==> src/rtl/hex_uart_rx.sv <==
// hex_uart_rx: 8N1 asynchronous serial receiver feeding hex_ram.
// Each correctly framed character is loaded into CHR and announced with a
// one-cycle EN strobe. A stop bit sampled low gives a one-cycle FERR strobe.
// BUSY is high while a frame is in progress.
// Optional build macro HEX_RX_CRLF_FILTER_EN: when defined, correctly framed
// 8'h0A / 8'h0D characters are swallowed (no EN, CHR unchanged).
module hex_uart_rx #(
  parameter int CLKS_PER_BIT = 16
) (
  input  logic       CLK,
  input  logic       CLR,
  input  logic       RXD,
  output logic [7:0] CHR,
  output logic       EN,
  output logic       FERR,
  output logic       BUSY
);

  localparam int CW = $clog2(CLKS_PER_BIT) + 1;
  localparam logic [CW-1:0] FULL_BIT = CW'(CLKS_PER_BIT);
  localparam logic [CW-1:0] HALF_BIT = CW'(CLKS_PER_BIT / 2);

  typedef enum logic [2:0] {
    WAIT_HIGH,
    IDLE,
    START,
    DATA,
    STOP
  } state_t;

  state_t          state_reg, state_next;
  logic            rx_meta_reg, rxs_reg;
  logic [1:0]      sync_fill_reg;
  logic [CW-1:0]   cnt_reg;
  logic [2:0]      bit_reg;
  logic [7:0]      shift_reg;
  logic [7:0]      chr_reg;
  logic            en_reg, ferr_reg;
  logic            tick;
  logic            is_term;

  // The counter is loaded with a period length and the sample is taken on
  // the cycle it reads 1, so a load of N samples N cycles later.
  assign tick = (cnt_reg == CW'(1));

`ifdef HEX_RX_CRLF_FILTER_EN
  assign is_term = (shift_reg == 8'h0A) || (shift_reg == 8'h0D);
`else
  assign is_term = 1'b0;
`endif

  // Two-flop synchronizer. The flops reset high, so sync_fill_reg marks when
  // rxs has been refilled from the real line; WAIT_HIGH trusts rxs only after
  // that, otherwise a line held low through reset would look like a start.
  always_ff @(posedge CLK) begin
    if (CLR) begin
      rx_meta_reg   <= 1'b1;
      rxs_reg       <= 1'b1;
      sync_fill_reg <= 2'b00;
    end else begin
      rx_meta_reg   <= RXD;
      rxs_reg       <= rx_meta_reg;
      sync_fill_reg <= {sync_fill_reg[0], 1'b1};
    end
  end

  // State register.
  always_ff @(posedge CLK) begin
    if (CLR) state_reg <= WAIT_HIGH;
    else     state_reg <= state_next;
  end

  // Next-state logic.
  always_comb begin
    state_next = state_reg;
    case (state_reg)
      WAIT_HIGH: if (sync_fill_reg[1] && rxs_reg) state_next = IDLE;
      IDLE:      if (!rxs_reg) state_next = START;
      START:     if (tick) state_next = rxs_reg ? IDLE : DATA;
      DATA:      if (tick && (bit_reg == 3'd7)) state_next = STOP;
      STOP:      if (tick) state_next = rxs_reg ? IDLE : WAIT_HIGH;
      default:   state_next = WAIT_HIGH;
    endcase
  end

  // Bit timing, shift register, character latch and strobe registers.
  always_ff @(posedge CLK) begin
    if (CLR) begin
      cnt_reg   <= '0;
      bit_reg   <= '0;
      shift_reg <= '0;
      chr_reg   <= '0;
      en_reg    <= 1'b0;
      ferr_reg  <= 1'b0;
    end else begin
      en_reg   <= 1'b0;
      ferr_reg <= 1'b0;
      case (state_reg)
        IDLE: begin
          if (!rxs_reg) cnt_reg <= HALF_BIT;
        end
        START: begin
          if (tick) begin
            cnt_reg <= FULL_BIT;
            bit_reg <= 3'd0;
          end else begin
            cnt_reg <= cnt_reg - CW'(1);
          end
        end
        DATA: begin
          if (tick) begin
            shift_reg <= {rxs_reg, shift_reg[7:1]};
            bit_reg   <= bit_reg + 3'd1;
            cnt_reg   <= FULL_BIT;
          end else begin
            cnt_reg <= cnt_reg - CW'(1);
          end
        end
        STOP: begin
          if (tick) begin
            if (rxs_reg) begin
              if (!is_term) begin
                chr_reg <= shift_reg;
                en_reg  <= 1'b1;
              end
            end else begin
              ferr_reg <= 1'b1;
            end
          end else begin
            cnt_reg <= cnt_reg - CW'(1);
          end
        end
        default: ;
      endcase
    end
  end

  // Output decode.
  always_comb begin
    CHR  = chr_reg;
    EN   = en_reg;
    FERR = ferr_reg;
    BUSY = (state_reg == START) || (state_reg == DATA) || (state_reg == STOP);
  end

endmodule

==> config.mk <==
export PLATFORM = sky130hd
export DESIGN_NAME = hex_uart_rx
export DESIGN_NICKNAME = d
export VERILOG_FILES = /design/src/rtl/hex_uart_rx.sv
export SDC_FILE = /design/constraint.sdc
export NUM_CORES = 1
export LEC_CHECK = 0
export ABC_AREA = 1
export BUFFER_PORTS_ARGS = -buffer_cell sky130_fd_sc_hd__buf_2
export CORE_ASPECT_RATIO = 1.2
export CORE_MARGIN = 2
export CORE_UTILIZATION = 55
export DETAILED_ROUTE_END_ITERATION = 8
export PLACE_DENSITY = 0.81
export SYNTH_ARGS = -nofsm -noshare
export SYNTH_HDL_FRONTEND = slang
export SYNTH_SLANG_ARGS = --single-unit
==> constraint.sdc <==
create_clock -name CLK -period 3.86 [get_ports CLK]
set_input_delay 0.386 -clock CLK [delete_from_list [all_inputs] [get_ports CLK]]
set_output_delay 0.386 -clock CLK [all_outputs]
set_load 0.01 [all_outputs]
==> summary by stage <==
Clock tree
The clock edge transition at the registers on the reported setup and hold paths is 0.10 ns. The tree is rooted in a sky130_fd_sc_hd__clkbuf_4. Buffers inserted during clock tree synthesis total 5. The CTS sink count is 33.

In this run the number of H-tree levels came out at 2. The later pin in the worst-skew pair is clocked with a latency of 0.33 ns. The number of gates resized after CTS is 0. Post-CTS timing repair inserted 0 buffers for setup. The buffer levels on the longest clock path is 2. After clock tree synthesis, the flow added hold-fix buffers numbering 0. TritonCTS built the clock tree.

STA
The transition time at the pin with the least slew margin is 0.608 ns. Hold timing on the final database bottoms out at a slack of around 0.24 ns. The minimum setup slack in the final design is 2.11 ns. The max-slew violation count is 0.

Setup repair after global routing left no endpoint under its margin. Setup total negative slack on the finished layout was measured at 0 ns. Headroom to the max-slew limit came out at 0.594. Static timing analysis puts the maximum clock frequency at 571 MHz. The fraction of the cycle the final worst path needs is 0.454. Setup violations remaining at the end of the flow were counted as 0. The setup clock skew after layout is 0.00620 ns. After layout, the minimum clock period comes to 1.75 ns. The hold violation count in the final report is 0.

Power and ir drop
The power per standard cell area is roughly 690 nW/um^2. Summed over all cells, the static leakage comes to 0.762 nW. IR analysis of the VDD net gives a maximum drop of roughly 0.51 mV.

Logic synthesis
Of the post-synthesis cell area, the dominant cell type holds 0.439. By area the synthesized netlist is led by sky130_fd_sc_hd__dfxtp_1 44%, sky130_fd_sc_hd__nand2_1 7.7%, sky130_fd_sc_hd__o21ai_0 7.7%. The number of standard cells after synthesis is 194. The fraction of registers with async set or reset after synthesis is 0. The mapped netlist covers 1500 um^2. After synthesis, the mean cell area works out to 7.75 um^2. The share of the Yosys chip area taken by registers is 0.439.

In the synthesized netlist the dominant register cell turns out to be sky130_fd_sc_hd__dfxtp_1. The number of nets produced by synthesis is 201. The number of library cell types mapped by synthesis is 27. The Yosys step of the flow raised 0 warnings. The library cell with the largest summed area after synthesis is sky130_fd_sc_hd__dfxtp_1. Counting flops with a built-in enable in the synthesized netlist gives 0. The number of flip-flops and latches in the synthesized netlist is 33.

Run status
The run finished with clean final reports.

Floorplanning
The starting density of the core is 0.583. The die covers 3170 um^2. The die span in x is approximately 52 um. After floorplanning, the core was divided into 20 placement rows.

The I/O pin total is 14. The die is 61.3 um tall. The core outline area is 2580 um^2.

Route
The iteration-0 DRC count of the detailed router is 48. The wire length per cell after detailed routing is 11.4 um. The average via count per standard cell is 5.14. In this run the remaining antenna-violating nets after routing total 0.

The number of iterations in the first detailed-routing pass is 4. The count of vias placed by the detailed router is between 1k and 1.5k. The sum of routed wire length over all layers is between 2000 and 3000 um. For this run, design rule violations remaining after detail routing come to 0.

Layout
The post-layout net count is 215. The final cell count without fillers is 242. The number of antenna diodes in the final layout is 0. Compared with the post-synthesis result, the final layout area differs by 7.65%. In the layout the commonest cells are 33 x sky130_fd_sc_hd__dfxtp_1, 31 x sky130_fd_sc_hd__nand2_1, 28 x sky130_fd_sc_hd__nor2_1. The final core utilization is 0.628.

The ratio of cells with drive above 1 in the final layout is 0.172. The most common cell after layout, fill and taps aside is sky130_fd_sc_hd__dfxtp_1.

GRT
The met3 track utilization from global routing is 0.0510. The aggregate global-route resource usage is 0.198. The number of antenna violations at the first check in global routing came to 0.

The met2 track utilization from global routing is 0.311. After global routing the overflow that remains totals 0. The global-route wire length before repair is 4580 um. The routing usage on met1 is 0.254. The number of global-route vias before repair was 1077. met2 is the most crowded layer. The maximum number of pins on one net before global-route repair is 24.

Placement
After legalization and detailed placement, the total HPWL measured 2010 um. The pre-CTS worst setup slack is 2.22 ns. The quantity of I/O buffers inserted on ports is 13. The final weighted congestion of routability-driven global placement is 0.799. The number of placed instances with taps included is 234.

Worst setup path
The kind of capture point of the worst setup path is a primary output. The maximum net fanout on the critical path is 8. The class of the most critical setup path is flop to primary output.

The arrival time at the worst endpoint is 1.37 ns. For flop-to-flop paths, the worst setup slack is 2.19 ns. The element type at the critical path start is a flop.

Measured in cells, the most critical reg-to-reg path has a length of 9. The endpoint identified for the worst register-to-register timing path is shift_reg[3]. STA puts the critical path data required time at ~3.5 ns.

The worst register-to-register path begins at cnt_reg[1].

Min path
Counting instances, the worst hold path has a depth of 2. The beginning of the worst hold path is RXD. For hold timing, the worst endpoint is rx_meta_reg.

The class of the most critical hold timing path is input pin to flop.

Job
The number of violations of the max-capacitance limit is 0.
report_power, final:
part / internal [mW] / total, mW / switching (mW)
Sequential: 0.385 / 0.436 / 0.0514
Clock: 0.0693 / 0.181 / 0.112
Combinational: 0.167 / 0.502 / 0.335
Total: 0.621 / 1.12 / 0.499
per-stage QoR:
stage | area [um^2] | total power [mW]
6_report | 1620 | 1.12
4_1_cts | 1620 | 1.12
5_1_grt | 1620 | 1.21
3_3_place_gp | 1570 | 0.917
3_5_place_dp | 1570 | 0.941
2_1_floorplan | 1500 | 0.847
worst max-delay path, stage by stage (launching register included):
cell                      delay [ns]
sky130_fd_sc_hd__dfxtp_1        0.56
sky130_fd_sc_hd__nand2_4        0.15
sky130_fd_sc_hd__o21ai_2        0.14
sky130_fd_sc_hd__buf_2          0.18
worst max-delay path by stage:
stage / cells past startpoint / start / slack (ns) / end
2_1_floorplan: 10 / cnt_reg[1] / 2.48 / CHR[6]
3_3_place_gp: 9 / cnt_reg[1] / 2.32 / shift_reg[6]
3_5_place_dp: 9 / cnt_reg[1] / 2.22 / shift_reg[3]
4_1_cts: 3 / state_reg[2] / 2.09 / BUSY
5_1_grt: 3 / state_reg[2] / 1.99 / BUSY
6_report: 3 / state_reg[2] / 2.11 / BUSY
cells by family after synthesis:
| group | Yosys count | share of synthesized area |
|---|---|---|
| AOI/OAI and AO/OA | 43 | 0.151 |
| xor gates and xnor gates | 1 | 0.00582 |
| adders and majority gates | 4 | 0.0333 |
| buffers and inverters | 28 | 0.0832 |
| DFF | 33 | 0.439 |
| and+or+nand+nor | 85 | 0.288 |
layer usage:
layer  share of wire  wire length [um]
met1            0.47              1300
met2            0.47              1290
met3           0.049               136
met4           0.012                33
met5               0                 0
Yosys cell counts (2+ instances only):
library cell,n
sky130_fd_sc_hd__buf_6,2
sky130_fd_sc_hd__o21ai_2,2
sky130_fd_sc_hd__nand3_1,9
sky130_fd_sc_hd__o21ai_0,23
sky130_fd_sc_hd__dfxtp_1,33
sky130_fd_sc_hd__a21oi_1,15
sky130_fd_sc_hd__nor2_4,5
sky130_fd_sc_hd__ha_1,4
sky130_fd_sc_hd__nand3_2,2
sky130_fd_sc_hd__inv_1,22
sky130_fd_sc_hd__nand2_1,31
sky130_fd_sc_hd__nor2_1,28
sky130_fd_sc_hd__or2_2,2
sky130_fd_sc_hd__nand2_4,3
layout make-up:
| cell class | instances | area, um^2 |
|---|---|---|
| clock buffers | 6 | 41.3 |
| clock inverters | 2 | 10.0 |
| fillers | 225 | 958 |
| inverters | 22 | 82.6 |
| multi-input cells | 133 | 718 |
| flip-flops and latches | 33 | 661 |
| well taps | 33 | 41.3 |
| repair buffers | 13 | 65.1 |
No activity file was read; power rests on OpenSTA's default activity.
